`src/rtl/lcd_pkg.sv`:
```
// Shared constants, command classes and address helpers for the HD44780-style
// character-LCD responder.
package lcd_pkg;

    localparam int CELLS = 32;

    localparam logic [7:0] CHAR_SPACE = 8'h20;
    localparam logic [7:0] ADDR_LINE1 = 8'h40;

    localparam logic [7:0] MASK_SET_DDRAM = 8'h80;
    localparam logic [7:0] MASK_SET_CGRAM = 8'h40;
    localparam logic [7:0] MASK_FUNC_SET  = 8'h20;
    localparam logic [7:0] MASK_SHIFT     = 8'h10;
    localparam logic [7:0] MASK_DISP_CTRL = 8'h08;
    localparam logic [7:0] MASK_ENTRY     = 8'h04;
    localparam logic [7:0] MASK_HOME      = 8'h02;
    localparam logic [7:0] MASK_CLEAR     = 8'h01;

    typedef enum logic {
        IDLE,
        CLEAR
    } lcd_state_e;

    typedef enum logic [2:0] {
        CMD_IGNORE,
        CMD_SET_DDRAM,
        CMD_FUNC_SET,
        CMD_DISP_CTRL,
        CMD_ENTRY,
        CMD_HOME,
        CMD_CLEAR
    } lcd_cmd_e;

    // The highest set bit selects the command class.
    function automatic lcd_cmd_e decode_cmd(input logic [7:0] d);
        if ((d & MASK_SET_DDRAM) != 8'h00) return CMD_SET_DDRAM;
        if ((d & MASK_SET_CGRAM) != 8'h00) return CMD_IGNORE;
        if ((d & MASK_FUNC_SET)  != 8'h00) return CMD_FUNC_SET;
        if ((d & MASK_SHIFT)     != 8'h00) return CMD_IGNORE;
        if ((d & MASK_DISP_CTRL) != 8'h00) return CMD_DISP_CTRL;
        if ((d & MASK_ENTRY)     != 8'h00) return CMD_ENTRY;
        if ((d & MASK_HOME)      != 8'h00) return CMD_HOME;
        if ((d & MASK_CLEAR)     != 8'h00) return CMD_CLEAR;
        return CMD_IGNORE;
    endfunction

    // DDRAM address byte (0x00-0x0F / 0x40-0x4F) to {line, column} cell index.
    function automatic logic [4:0] cell_index(input logic [7:0] addr);
        return {addr[6], addr[3:0]};
    endfunction

    function automatic logic [6:0] ddram_addr(input logic [4:0] idx);
        return 7'(idx[4] ? ADDR_LINE1 : 8'h00) | 7'(idx[3:0]);
    endfunction

endpackage

```
`src/rtl/lcd_ddram.sv`:
```
// 32x8 character shadow: one write port, a registered host read port and a
// combinational bus read port.
module lcd_ddram
    import lcd_pkg::*;
(
    input  logic       clk,
    input  logic       rst_n,
    input  logic       i_we,
    input  logic [4:0] i_waddr,
    input  logic [7:0] i_wdata,
    input  logic [4:0] i_rd_idx,
    output logic [7:0] o_rd_char,
    input  logic [4:0] i_bus_addr,
    output logic [7:0] o_bus_data
);

    logic [7:0] r_cells [CELLS];
    logic [7:0] r_rd_char;

    // NOTE: the array is reset on purpose so a reset mid-clear leaves a blank
    // screen; this forces flops rather than a RAM macro, which is fine at 32 cells.
    always_ff @(posedge clk or negedge rst_n) begin
        if (!rst_n) begin
            for (int i = 0; i < CELLS; i++) begin
                r_cells[i] <= CHAR_SPACE;
            end
            r_rd_char <= CHAR_SPACE;
        end else begin
            if (i_we) begin
                r_cells[i_waddr] <= i_wdata;
            end
            r_rd_char <= r_cells[i_rd_idx];
        end
    end

    assign o_rd_char  = r_rd_char;
    assign o_bus_data = r_cells[i_bus_addr];

endmodule

```
`src/rtl/lcd_char_receiver.sv`:
```
// HD44780-style bus responder: captures transfers on the falling edge of
// lcd_en, decodes commands and data, and runs the clear sweep.
module lcd_char_receiver
    import lcd_pkg::*;
#(
    parameter int CLEAR_CYCLES = 32
)
(
    input  logic       clk,
    input  logic       rst_n,
    input  logic       lcd_en,
    input  logic       lcd_rs,
    input  logic       lcd_rw,
    input  logic [7:0] lcd_data,
    output logic [7:0] lcd_dout,
    output logic       lcd_doe,
    input  logic [4:0] rd_idx,
    output logic [7:0] rd_char,
    output logic       disp_on,
    output logic       two_line,
    output logic       busy,
    output logic       wr_strobe,
    output logic       cmd_strobe,
    output logic       ovr
);

    localparam logic [4:0] CLR_LAST = 5'(CLEAR_CYCLES - 1);

    lcd_state_e r_state, w_state_nxt;

    logic       r_en_q, r_rs, r_rw;
    logic [7:0] r_data;
    logic [4:0] r_ac, r_clr_cnt;
    logic       r_inc, r_disp_on, r_two_line;
    logic       r_wr_strobe, r_cmd_strobe, r_ovr;

    logic       w_fall, w_busy, w_status_rd, w_accept;
    logic       w_cmd, w_wr, w_data_rd, w_drop;
    lcd_cmd_e   w_cmd_class;
    logic [4:0] w_ac_step;
    logic       w_mem_we;
    logic [4:0] w_mem_addr;
    logic [7:0] w_mem_wdata, w_bus_data, w_dout;

    assign w_fall      = r_en_q & ~lcd_en;
    assign w_busy      = (r_state == CLEAR);
    assign w_status_rd = ~r_rs & r_rw;
    assign w_accept    = w_fall & (~w_busy | w_status_rd);
    assign w_drop      = w_fall & w_busy & ~w_status_rd;
    assign w_cmd       = w_accept & ~r_rs & ~r_rw;
    assign w_wr        = w_accept &  r_rs & ~r_rw;
    assign w_data_rd   = w_accept &  r_rs &  r_rw;
    assign w_cmd_class = decode_cmd(r_data);
    assign w_ac_step   = r_inc ? r_ac + 5'd1 : r_ac - 5'd1;

    always_ff @(posedge clk or negedge rst_n) begin
        if (!rst_n) begin
            r_state <= IDLE;
        end else begin
            r_state <= w_state_nxt;
        end
    end

    // NOTE: every always_comb output gets a default first so no path can
    // leave it unassigned and infer a latch.
    always_comb begin
        w_state_nxt = r_state;
        w_mem_we    = w_wr;
        w_mem_addr  = r_ac;
        w_mem_wdata = r_data;
        case (r_state)
            IDLE: begin
                if (w_cmd && w_cmd_class == CMD_CLEAR) begin
                    w_state_nxt = CLEAR;
                end
            end
            CLEAR: begin
                w_mem_we    = 1'b1;
                w_mem_addr  = r_clr_cnt;
                w_mem_wdata = CHAR_SPACE;
                if (r_clr_cnt == CLR_LAST) begin
                    w_state_nxt = IDLE;
                end
            end
            default: w_state_nxt = IDLE;
        endcase
    end

    // NOTE: state registers use non-blocking assignments so every flop
    // samples values from before this edge regardless of statement order.
    always_ff @(posedge clk or negedge rst_n) begin
        if (!rst_n) begin
            r_en_q       <= 1'b0;
            r_rs         <= 1'b0;
            r_rw         <= 1'b0;
            r_data       <= 8'h00;
            r_ac         <= 5'd0;
            r_clr_cnt    <= 5'd0;
            r_inc        <= 1'b1;
            r_disp_on    <= 1'b0;
            r_two_line   <= 1'b0;
            r_wr_strobe  <= 1'b0;
            r_cmd_strobe <= 1'b0;
            r_ovr        <= 1'b0;
        end else begin
            r_en_q       <= lcd_en;
            r_wr_strobe  <= w_wr;
            r_cmd_strobe <= w_cmd;
            r_ovr        <= w_drop;
            if (lcd_en) begin
                r_rs   <= lcd_rs;
                r_rw   <= lcd_rw;
                r_data <= lcd_data;
            end
            if (w_busy) begin
                r_clr_cnt <= r_clr_cnt + 5'd1;
            end
            if (w_cmd) begin
                case (w_cmd_class)
                    CMD_SET_DDRAM: r_ac       <= cell_index(r_data);
                    CMD_FUNC_SET:  r_two_line <= r_data[3];
                    CMD_DISP_CTRL: r_disp_on  <= r_data[2];
                    CMD_ENTRY:     r_inc      <= r_data[1];
                    CMD_HOME:      r_ac       <= 5'd0;
                    CMD_CLEAR: begin
                        r_ac      <= 5'd0;
                        r_inc     <= 1'b1;
                        r_clr_cnt <= 5'd0;
                    end
                    default: ;
                endcase
            end else if (w_wr || w_data_rd) begin
                r_ac <= w_ac_step;
            end
        end
    end

    always_comb begin
        w_dout = 8'h00;
        if (lcd_doe) begin
            w_dout = r_rs ? w_bus_data : {w_busy, ddram_addr(r_ac)};
        end
    end

    lcd_ddram u_ddram (
        .clk        (clk),
        .rst_n      (rst_n),
        .i_we       (w_mem_we),
        .i_waddr    (w_mem_addr),
        .i_wdata    (w_mem_wdata),
        .i_rd_idx   (rd_idx),
        .o_rd_char  (rd_char),
        .i_bus_addr (r_ac),
        .o_bus_data (w_bus_data)
    );

    assign lcd_doe    = lcd_en & r_rw;
    assign lcd_dout   = w_dout;
    assign busy       = w_busy;
    assign disp_on    = r_disp_on;
    assign two_line   = r_two_line;
    assign wr_strobe  = r_wr_strobe;
    assign cmd_strobe = r_cmd_strobe;
    assign ovr        = r_ovr;

endmodule

```
`config.mk`:
```
export PLATFORM = sky130hd
export DESIGN_NAME = lcd_char_receiver
export DESIGN_NICKNAME = d
export VERILOG_FILES = /design/src/rtl/lcd_pkg.sv /design/src/rtl/lcd_ddram.sv /design/src/rtl/lcd_char_receiver.sv
export SDC_FILE = /design/constraint.sdc
export NUM_CORES = 1
export LEC_CHECK = 0
export ABC_AREA = 0
export CORE_ASPECT_RATIO = 0.7
export CORE_MARGIN = 4
export CORE_UTILIZATION = 44
export CTS_BUF_LIST = sky130_fd_sc_hd__clkbuf_16
export DETAILED_ROUTE_END_ITERATION = 8
export GPL_TIMING_DRIVEN = 0
export PLACE_DENSITY = 0.71
export RECOVER_POWER = 25
export SETUP_SLACK_MARGIN = 0.2
export SYNTH_ARGS = -nofsm -noshare
export SYNTH_HDL_FRONTEND = slang
export SYNTH_SLANG_ARGS = --single-unit
export TNS_END_PERCENT = 30
```
`constraint.sdc`:
```
create_clock -name clk -period 3.05 [get_ports clk]
set_clock_uncertainty 0.2 [all_clocks]
set_input_delay 0.61 -clock clk [delete_from_list [all_inputs] [get_ports clk]]
set_output_delay 0.61 -clock clk [all_outputs]
set_load 0.005 [all_outputs]
```
==> flow_metrics.tcl <==
set metrics [dict create \
    status "finished with violations" \
    violations "capacitance limit, slew limit, setup timing" \
    min_from "lcd_en" \
    power_frac_seq_pct 35.1 \
    dp_cells 1577 \
    cts_buffer_depth 3 \
    dieArea_um2 40000 \
    ir_worst_vdd_mv 0.491 \
    final_area_um2 19200 \
    first_iter_violations 1556 \
    synth.avg_cell_area_um2 15.3 \
    ff2ff_path_depth 5 \
    slowest_stage "mux4_2" \
    cts_tree "done" \
    synth-edff-count 0 \
    drc 0 \
    grt_pass1_vias 11200 \
    clk_latency_ns 0.59 \
    whs_ns 0.129 \
    hp-class "input port to flop" \
    r2r_slack_ns 0.23 \
    hpwl_mm 36.6 \
    antenna_left 0 \
    power_uw 15600 \
    place_area_um2 17200 \
    worst_slack_ns -0.559 \
    whs_path_depth 1 \
    numCtsBuffers 30 \
    clk_pin_slew_worst_paths_ns 0.06 \
    async_flop_share_pct 100 \
    rsz0062_at_grt "yes" \
    syn_nets 1084 \
    floorplan.die.width_um 237 \
    synth.largest_area_cell "dfrtp_1" \
    grt_pass1_wl_mm 77.6 \
    arrival_ns 2.80 \
    fin_crit_ns 3.61 \
    fill_cells 2921 \
    ys_seq_area_share_pct 45.4 \
    num_vias 11000 \
    syn_area_um2 16200 \
    final_cells 1670 \
    syn_inst 1060 \
    netlist.area_leader.share_pct 39.8 \
    grt.total_usage_pct 26.4 \
    grt_max_degree 118 \
    crit_path_end_kind "primary output" \
    syn2layout_area_growth_pct 18.8 \
    fin_crit_sh_pct 118 \
    cp_common_cell "buf_12" \
    port_buffers 35 \
    cts-root-buf "clkbuf_16" \
    cp_cell_sequence "buf_12 -> buf_16 -> buf_12 -> mux4_2 -> nor2b_4 -> a2111oi_4 -> a211oi_2 -> o2111a_1 -> buf_2" \
    drt-total-wl_mm 53.1 \
    p_sw_uw 5570 \
    htree_levels 1 \
    cts_sinks 292 \
    antenna_found_initial 0 \
    setup_viol 8 \
    cp_data_required_time_ns 2.24 \
    whs_endpoint "r_en_q" \
    finalNetCount 1189 \
    layout-drive-gt1-share_pct 55.8 \
    core_area_um2 36100 \
    yosys-top-cells-area "dfrtp_1, mux4_2, mux2_2" \
    yosys.cell_types.count 64 \
    chipHeight_um 169 \
    grt_overflow_total 0 \
    rows 58 \
    power_density_nw_per_um2 813 \
    wire_per_inst_um 31.8 \
    drv_cap 1 \
    pre_cts_slack_ns -1.63 \
    ys_ff_latch 292 \
    sw_frac_of_total_pct 35.6 \
    via_per_inst 6.60 \
    hold_viol_final 0 \
    cp-start-kind "flop" \
    leakage_uw 0.00840 \
    place.gp.congestion 0.986 \
    cp_slowest_stage_delay_ns 0.56 \
    slew_headroom_pct -13.4 \
    tightest_slew_ns 1.70 \
    p_clk_share_pct 23.3 \
    r2r_end "u_ddram.r_cells[8]" \
    yosys_warnings 0 \
    report.final.slew_viol_count 61 \
    r2r_start "busy" \
    io_pins 41 \
    drtPass1Iterations 5 \
    comb_power_share_pct 41.6 \
    crit_fanout 7 \
    intPower_uw 10100 \
    start_util_pct 44.8 \
    yosys_most_used_dff "dfrtp_1" \
    fmax_ghz 0.277 \
    critPathKind "flop to primary output" \
]
cell families after synthesis:
kind of cell	share of synthesized area, %
xor gates and xnor gates	0.324
muxes	41.4
DFF	45.4
and+or+nand+nor	6.03
adders and majority gates	0.510
AOI/OAI and AO/OA	3.55
buffers and inverters	2.85
state kept, by name, indices dropped and copies added (netlist names):
| register | flops |
|---|---|
| r_data | 8 |
| r_clr_cnt | 5 |
| r_rs | 1 |
| busy | 1 |
| ovr | 1 |
| u_ddram.r_cells | 256 |
| r_rw | 1 |
| two_line | 1 |
| u_ddram.o_rd_char | 8 |
| r_inc | 1 |
| r_en_q | 1 |
| cmd_strobe | 1 |
| r_ac | 5 |
| disp_on | 1 |
| wr_strobe | 1 |
per-stage QoR:
step	util [%]	setup TNS, ns
floorplan	-	0
global placement	47.5	-3297.86
detailed placement	47.6	-76.33
CTS	52.9	-4.03
global route	53.2	-4.46
finish	53.2	-4.10
placed cells by master, fill, tap and decap left out, drive strengths merged, types with 4 or more instances in the layout:
| cell | instances |
|---|---|
| a21oi | 9 |
| mux2 | 277 |
| or2 | 4 |
| nor3 | 6 |
| clkbuf | 83 |
| mux2i | 28 |
| o21ai | 13 |
| a211oi | 5 |
| clkdlybuf4s50 | 24 |
| nor4 | 4 |
| nand2b | 5 |
| nand2 | 19 |
| a2111oi | 9 |
| dfstp | 34 |
| nand3 | 5 |
| nor2 | 56 |
| nor2b | 15 |
| or3 | 9 |
| ha | 5 |
| a221oi | 4 |
| xnor2 | 4 |
| inv | 19 |
| dfrtp | 258 |
| clkinv | 14 |
| o211ai | 5 |
| buf | 80 |
| and3 | 5 |
| mux4 | 136 |
final cells by class:
class                      count  area [um2]  share of cell area [%]
tap                          480         601                    3.12
multi-input combinational    668        8840                    45.9
buffer                        87         669                    3.48
inverter                      13        52.6                   0.273
sequential                   292        7350                    38.2
timing repair buffer          73         791                    4.11
clock buffer                  31         776                    4.03
clock inverter                25         161                   0.839
antenna                        1        2.50                  0.0130
metal layers:
layer  track usage (%)  vias up  wire length (um)
li1                  -     4309                 -
met1              37.1     5867             21900
met2              37.8      719             22700
met3              10.3      125              6390
met4              8.57        0              2050
met5                 0        -                 0
timing repair:
action / in CTS / in global routing
setup endpoints to repair: 92 / 121
resized for setup: 192 / 24
hold endpoints to repair: 58 / 0
hold buffers: 1 / 0
cloned: 2 / 0
pin swaps: 27 / 19
buffers inserted: 22 / 11
worst max path at each step:
stage	from	to	slack, ns
after floorplan	r_ac[0]	lcd_dout[0]	0.33
after global placement	rst_n	u_ddram.r_cells[129]	-11.55
after detailed placement	lcd_en	lcd_dout[4]	-1.63
after CTS	r_ac[0]	lcd_dout[0]	-0.53
after global routing	r_ac[0]	lcd_dout[6]	-0.59
final	r_ac[0]	lcd_dout[1]	-0.56
critical path: cells and delay by family (launching register included):
kind / cells / cell delay, ns
buffers and inverters: 4 / 0.59
muxes: 1 / 0.56
AOI/OAI and AO/OA: 3 / 0.48
DFF: 1 / 0.39
and+or+nand+nor: 1 / 0.17
power by group through the flow:
| stage | sequential [uW] | combinational (uW) | clock [uW] |
|---|---|---|---|
| floorplan | 5280 | 3400 | 0 |
| global placement | 5460 | 4820 | 0 |
| detailed placement | 5500 | 4910 | 0 |
| CTS | 5450 | 6160 | 3650 |
| global route | 5590 | 6710 | 3820 |
| finish | 5490 | 6500 | 3640 |
synth_stat cells (12+ instances only):
cell,count
mux2_4,64
mux2i_1,28
nand2_1,19
dfstp_2,34
dfrtp_1,258
nor2_1,24
inv_1,13
buf_2,23
o21ai_0,12
mux2_2,210
clkbuf_1,49
nor2_4,15
mux4_2,136
nor2b_1,15
No activity file was read; power rests on OpenSTA's default activity.
